`config.mk`:
```
export PLATFORM = sky130hd
export DESIGN_NAME = seg_scan
export DESIGN_NICKNAME = d
export VERILOG_FILES = /design/src/rtl/seg_scan.sv
export SDC_FILE = /design/constraint.sdc
export NUM_CORES = 1
export LEC_CHECK = 0
export ABC_AREA = 1
export BUFFER_PORTS_ARGS = -buffer_cell sky130_fd_sc_hd__buf_2
export CORE_MARGIN = 1
export CORE_UTILIZATION = 33
export DETAILED_ROUTE_END_ITERATION = 16
export PLACE_DENSITY = 0.51
export REMOVE_ABC_BUFFERS = 1
export SLEW_MARGIN = 20
export SYNTH_ARGS = -nofsm -noshare
export SYNTH_HDL_FRONTEND = slang
export SYNTH_SLANG_ARGS = --single-unit
export TNS_END_PERCENT = 100
```
`constraint.sdc`:
```
create_clock -name CLK -period 2.1 [get_ports CLK]
set_input_delay 0 -clock CLK [delete_from_list [all_inputs] [get_ports CLK]]
set_output_delay 0 -clock CLK [all_outputs]
set_load 0.05 [all_outputs]
```
`src/rtl/seg_scan.sv`:
```
// -----------------------------------------------------------------------------
// seg_scan -- 4-digit multiplexed 7-segment scanner with leading-zero
// blanking and zero-flag driven blinking.
//
// A prescaler divides CLK into digit-slot ticks; a 2-bit index walks the four
// digit slots. Each clock the outputs are registered from the current slot,
// the digit inputs, the blanking enable and the blink phase, so any input
// change shows up on AN/SEG exactly one clock later.
//
// Parameters:
//   DIV           clocks per digit slot (2..65535)
//   BLINK_FRAMES  full 4-digit frames per blink half-period (1..255)
//
// Ports:
//   CLK   in   1  system clock, rising edge
//   MR    in   1  asynchronous active-low master reset
//   EN    in   1  scan enable; 0 freezes prescaler, index and blink state
//   D0    in   4  BCD units digit
//   D1    in   4  BCD tens digit
//   D2    in   4  BCD hundreds digit
//   D3    in   4  BCD thousands digit
//   CO    in   1  zero flag; 1 requests blinking
//   LZB   in   1  leading-zero blanking enable
//   AN    out  4  digit selects, active-low, AN[i] selects Di
//   SEG   out  7  segments {g,f,e,d,c,b,a}, active-low
// -----------------------------------------------------------------------------
module seg_scan #(
  parameter int DIV          = 50000,
  parameter int BLINK_FRAMES = 32
) (
  input  logic       CLK,
  input  logic       MR,
  input  logic       EN,
  input  logic [3:0] D0,
  input  logic [3:0] D1,
  input  logic [3:0] D2,
  input  logic [3:0] D3,
  input  logic       CO,
  input  logic       LZB,
  output logic [3:0] AN,
  output logic [6:0] SEG
);

  localparam logic [15:0] DIV_LAST   = 16'(DIV - 1);
  localparam logic [7:0]  BLINK_LAST = 8'(BLINK_FRAMES - 1);

  logic [15:0] presc_reg, presc_next;
  logic [1:0]  idx_reg, idx_next;
  logic [7:0]  blink_cnt_reg, blink_cnt_next;
  logic        phase_reg, phase_next;
  logic [3:0]  an_next;
  logic [6:0]  seg_next;

  logic        tick;
  logic        frame_end;
  logic [15:0] digs;
  logic [3:0]  blank_vec;
  logic [3:0]  cur_digit;

  assign digs      = {D3, D2, D1, D0};
  assign tick      = (presc_reg == DIV_LAST) & EN;
  assign frame_end = tick & (idx_reg == 2'd3);

  // A slot is blanked when its digit and every higher digit are zero.
  // The units digit always shows, so a value of zero reads "0".
  assign blank_vec[0] = 1'b0;
  generate
    for (genvar gi = 1; gi < 4; gi++) begin : g_blank
      assign blank_vec[gi] = LZB & ~|digs[15:4*gi];
    end
  endgenerate

  function automatic logic [6:0] decode(input logic [3:0] d);
    case (d)
      4'd0:    decode = 7'b1000000;
      4'd1:    decode = 7'b1111001;
      4'd2:    decode = 7'b0100100;
      4'd3:    decode = 7'b0110000;
      4'd4:    decode = 7'b0011001;
      4'd5:    decode = 7'b0010010;
      4'd6:    decode = 7'b0000010;
      4'd7:    decode = 7'b1111000;
      4'd8:    decode = 7'b0000000;
      4'd9:    decode = 7'b0010000;
      default: decode = 7'b1111111;
    endcase
  endfunction

  always_comb begin
    case (idx_reg)
      2'd0:    cur_digit = D0;
      2'd1:    cur_digit = D1;
      2'd2:    cur_digit = D2;
      default: cur_digit = D3;
    endcase
  end

  // Scan counters: EN low holds everything in place.
  always_comb begin
    presc_next = presc_reg;
    idx_next   = idx_reg;
    if (EN) begin
      if (tick) begin
        presc_next = 16'd0;
        idx_next   = idx_reg + 2'd1;
      end else begin
        presc_next = presc_reg + 16'd1;
      end
    end
  end

  // Blink state only advances on frame boundaries while CO is high; dropping
  // CO restores visibility on the very next clock.
  always_comb begin
    blink_cnt_next = blink_cnt_reg;
    phase_next     = phase_reg;
    if (!CO) begin
      blink_cnt_next = 8'd0;
      phase_next     = 1'b1;
    end else if (frame_end) begin
      if (blink_cnt_reg == BLINK_LAST) begin
        blink_cnt_next = 8'd0;
        phase_next     = ~phase_reg;
      end else begin
        blink_cnt_next = blink_cnt_reg + 8'd1;
      end
    end
  end

  always_comb begin
    an_next  = 4'b1111;
    seg_next = 7'b1111111;
    if (phase_reg && !blank_vec[idx_reg]) begin
      an_next  = ~(4'b0001 << idx_reg);
      seg_next = decode(cur_digit);
    end
  end

  always_ff @(posedge CLK or negedge MR) begin
    if (!MR) begin
      presc_reg     <= 16'd0;
      idx_reg       <= 2'd0;
      blink_cnt_reg <= 8'd0;
      phase_reg     <= 1'b1;
      AN            <= 4'b1111;
      SEG           <= 7'b1111111;
    end else begin
      presc_reg     <= presc_next;
      idx_reg       <= idx_next;
      blink_cnt_reg <= blink_cnt_next;
      phase_reg     <= phase_next;
      AN            <= an_next;
      SEG           <= seg_next;
    end
  end

endmodule

```
## After elaboration in Yosys (flattened, before gate mapping)

Memories as Yosys holds them, arrays and structs flattened.
Cells that the tools add are included.

| storage, ports and cells | value |
|---|---|
| logic and storage cells | 49 |
| latch bits | 0 |
| memories | 1 |
| bits in registers | 38 |
| output and inout port bits | 11 |
| bits in writable memories | 0 |
| input port bits | 21 |
| memory bits (read-only) | 112 |

Memory list:

| name | depth | width | rd ports | clocked after memory_dff | wr ports | line | RTL |
|---|---|---|---|---|---|---|---|
| (name not given) | 16 | 7 | 1 | 0 | 0 | 74 | `case (d)` |

| cells by class | value |
|---|---|
| add/sub/neg operators | 3 |
| shift operators | 1 |
| bitwise operators | 7 |
| multiplexer cells | 12 |
| reduce and logical (&&, ||, !) cells | 11 |
| equal/unequal tests | 7 |
| multipliers | 0 |
| magnitude comparators | 1 |
| divide/modulo/power cells | 0 |

Operator list:

| kind | number |
|---|---|
| 2-to-1 mux 8 bit | 3 |
| adder 16 x 1 -> 16 bit (second input constant) | 1 |
| == test 16 bit (second input constant) | 1 |
| 2-to-1 mux 16 bit | 1 |
| one-hot mux 4 bit (3 select lines) | 1 |
| OR reduction 12 bit | 1 |
| adder 8 x 1 -> 8 bit (second input constant) | 1 |
| == test 8 x 5 -> 1 bit (second input constant) | 1 |
| OR reduction 8 bit | 1 |
| 2-to-1 mux 7 bit | 1 |
| bitwise AND 1 bit | 5 |
| == test 2 bit (second input constant) | 2 |
| logical NOT 1 bit | 4 |
| 2-to-1 mux 1 bit | 4 |
| 2-to-1 mux 4 bit | 1 |
| inequality test 2 x 1 -> 1 bit (second input constant) | 2 |
| NOT 4 bit | 1 |
| AND reduction 2 bit | 2 |
| OR reduction 4 bit | 1 |
| left shift 1 x 2 -> 4 bit (first input constant) | 1 |
| less-than comparator 2 x 3 -> 1 bit (second input constant) | 1 |
| adder 2 x 1 -> 2 bit (second input constant) | 1 |
| binary-select mux 1 bit (select 2 bit) | 1 |
| == test 2 x 1 -> 1 bit (second input constant) | 1 |
| other kinds (3) | 3 |

## Longest topological paths before layout

| logic depth | value |
|---|---|
| word-level depth | 8 |
| gate-level depth with buffers | 12 |
| mapped depth without buffers | 12 |

## Worst setup path after synthesis

OpenSTA, ideal clock, no wires.

| timing path | value |
|---|---|
| kind | register -> register |
| start | register idx_reg[0] |
| end | register SEG[1] |
| slack | 0.172 ns |
| data arrival time | 1.868 ns |
| cell stages (with the launch flop) | 10 |
| data required time | 2.040 ns |
| period minus slack after synthesis | 1.928 ns |
| buffers on the path | 0 |
| path through | dfrtp_1 inv_1 ha_1 nand2_1 o21ai_0 o21bai_1 inv_1 ha_1 or2_2 nand2_1 |

| on the way | value |
|---|---|
| word-level cells in the longest chain between the ends | 5 |
| elaborated cells between the ends (all ways) | 10 |

RTL lines:

| item | line | RTL |
|---|---|---|
| from (decl) | 48 | `logic [1:0] idx_reg, idx_next;` |
| from (signal assigned) | 149 | `idx_reg <= idx_next;` |
| branches (longest 4 deep; another with memory (16 x 7 bit)) | n/a |  |
| 2-to-1 mux 7 bit (*) | 133 | `if (phase_reg && !blank_vec[idx_reg]) begin` |
| via seg_next[1] | 52 | `logic [6:0] seg_next;` |
| to (signal assigned) | 153 | `SEG <= seg_next;` |
| to (decl) | 41 | `output logic [6:0] SEG` |

Mark *: on every way through the listed nets, which the timed path passes. The select of a mux whose other input is x is not followed.
A chain may end at the register's enable or synchronous reset.

## Final worst setup path

Same ends and word-level chain as after synthesis.

==> reports/metrics.yaml <==
outcome: "completed"
p_leak_nw: 1.41
start_util_pct: 34.4
largest_register_ffs: 16
tritoncts: "built"
htreeDepth: 2
cp-start-kind: "register"
yosys.cell_types.count: 34
path_class: "register to register"
hp-class: "input port to register"
fin_nets: 382
worstPathMaxFanout: 7
io_buffers: 31
overflow: 0
clock_sinks: 38
std_cell_rows: 30
clk_latency_ns: 0.30
synth_cells: 313
r2r_start: "idx_reg[0]"
cts_buffers: 5
dieArea_um2: 7450
place_inst: 439
dp_hpwl_um: 3780
via_per_inst: 4.53
grt_pass1_vias: 1952
hold_violations: 0
yosys.area.top_type_share_pct: 27.7
hold_start: "CO"
drt_iter0_drc: 63
ys_seq_area_share_pct: 41.2
syn_area_um2: 2350
synth_area_leaders: "dfrtp_1, nand2_1, dfstp_2"
end_kind: "register"
area_delta_synth_final_pct: 18.0
core_um2: 6830
die_w_um: 86.3
rsz0062_at_grt: "no"
grt.total_usage_pct: 14.7
post_cts_buffers: 0
vdd_drop_max_uv: 407
dr.pass1.iters: 4
gp_congestion: 0.826
setup_tns_ns: 0
required_ns: 2.33
max_freq_ghz: 0.522
critical-path-slowest-cell: "dfrtp_1"
cap_violations: 0
antenna_found_initial: 0
fin_crit_ns: 1.92
synth_seq_cells: 38
io_pins: 32
fp.dieH_um: 86.3
drc: 0
dominantRegCellSynth: "dfrtp_1"
drive_gt1_share_pct: 22.2
cp-startpoint: "idx_reg[0]"
layoutNonFillerInstCount: 448
antenna_left: 0
tightest_slew_ns: 0.831
critPathMaxStageDelay_ns: 0.44
synth_top_area_cell: "dfrtp_1"
clockRootBuffer: "clkbuf_8"
routed_wirelength_um: 4860
syn_area_per_cell_um2: 7.50
antenna_cells: 0
grt_pass1_wl_um: 8690
drv_slew: 0
critical_path_arrival_ns: 2.15
avgRoutedWirePerCell_um: 10.8
p_per_area_nw_per_um2: 727
path_cells: "ha_1 > inv_1 > nand2_1 > o21bai_1 > inv_1 > ha_1 > or2_2 > nand2_1"
synth_edf_count: 0
fin_skew_ns: 0.0108
slew_headroom_pct: 44.6
routed-via-count: 2031
clk_pin_slew_worst_paths_ns: 0.09
yosys_warnings: 0
async_flop_share_pct: 100
setup_viol: 0
post-route-period-util_pct: 91.3
grt_max_degree: 39
clock_path_buffers: 2
[layout make-up]
type,count,area [um2]
fillers,726,4060
multi-input cells,232,1220
flip-flops and latches,38,966
repair buffers,34,180
inverters,40,153
well taps,96,120
clock buffers,7,119
clock inverters,1,8.76
[worst max-delay path, delay by kind of cell, from the launching register on]
family | cells | cell delay, ns
adders and majority gates | 2 | 0.54
DFF | 1 | 0.44
and+or+nand+nor | 3 | 0.43
buffers and inverters | 2 | 0.27
AOI/OAI and AO/OA | 1 | 0.19
[cell usage in the layout, fill, tap and decap left out]
master / instances
a21o_1: 1
a21oi_1: 5
a31o_2: 1
a31oi_1: 1
and3_1: 1
buf_2: 31
buf_4: 2
clkbuf_16: 2
clkbuf_8: 5
clkinv_4: 1
dfrtp_1: 26
dfstp_2: 12
dlygate4sd3_1: 1
ha_1: 7
ha_2: 3
inv_1: 37
inv_2: 2
inv_4: 1
nand2_1: 92
nand2_2: 3
nand2_4: 1
nand3_1: 27
nand3_2: 1
nand3_4: 1
nand4_1: 13
nor2_1: 30
nor2_2: 4
nor2_4: 2
nor2_8: 1
nor3_1: 9
nor3_4: 1
nor4_1: 1
o21ai_0: 11
o21ai_1: 3
o21bai_1: 2
o22ai_1: 1
or2_2: 4
xnor2_1: 1
xor2_1: 5
[cells in the mapped netlist (all sizes together) (2+ instances only)]
cell and number:
a21oi 5, dfrtp 26, nand4 13, o21ai 14
nand2 96, nor3 10, nor2 37, nand3 29
inv 40, or2 4, buf 2, o21bai 2
ha 10, dfstp 12, xor2 5
[layer usage]
metal	routed length (um)	track usage [%]	part of all wire [%]	up-vias
li1	-	-	-	1081
met1	2350	18.5	48	916
met2	2350	25.5	48	30
met3	116	3.14	2.4	4
met4	42	4.09	0.86	0
met5	0	0	0	-
[logic make-up after synthesis]
logic type / after synthesis / synth area share (%)
AND/OR/NAND/NOR: 191 / 38.2
buffers and inverters: 43 / 7.20
flip-flops: 38 / 41.2
AO/OA/AOI/OAI: 25 / 5.92
adder cells (fa/ha/maj): 10 / 5.33
XOR/XNOR: 6 / 2.24
[what timing repair did]
item / in CTS / in global routing
endpoints found under the hold margin: 26 / 0
gates resized for setup: 0 / 6
setup endpoints to repair: 0 / 1
hold buffers: 1 / 0
[per-stage QoR]
stage | area, um2 | utilization [%] | total power (W) | hold slack (ns) | setup WS (ns)
after global routing | 2770 | 40.5 | 0.00213 | 0.0455 | 0.0493
after floorplan | 2330 | - | 0.00124 | -0.296 | 0.172
after CTS | 2760 | 40.4 | 0.00205 | 0.0283 | 0.0749
after detailed placement | 2620 | 38.4 | 0.00136 | 0.173 | 0.100
after global placement | 2620 | 38.4 | 0.00136 | 0.165 | 0.157
final | 2770 | 40.5 | 0.00201 | 0.0341 | 0.183
[power by group]
group          internal (W)  switching (W)  total (W)  leakage (nW)
registers          0.000829      0.0000964   0.000925         0.438
logic              0.000142       0.000276   0.000419         0.906
clock network      0.000381       0.000288   0.000669        0.0647
[worst paths after layout]
kind                                    endpoint  slack [ns]  depth (start not counted)
worst min register to register         phase_reg        0.48                          2
worst max-delay path                      SEG[1]        0.18                          8
min in group asynchronous       blink_cnt_reg[6]        0.34                          2
worst min-delay path            blink_cnt_reg[4]        0.03                          3
worst max register to register            SEG[1]        0.18                          8
max in group asynchronous           presc_reg[7]        1.24                          2
(Power assumes the default switching activity.)
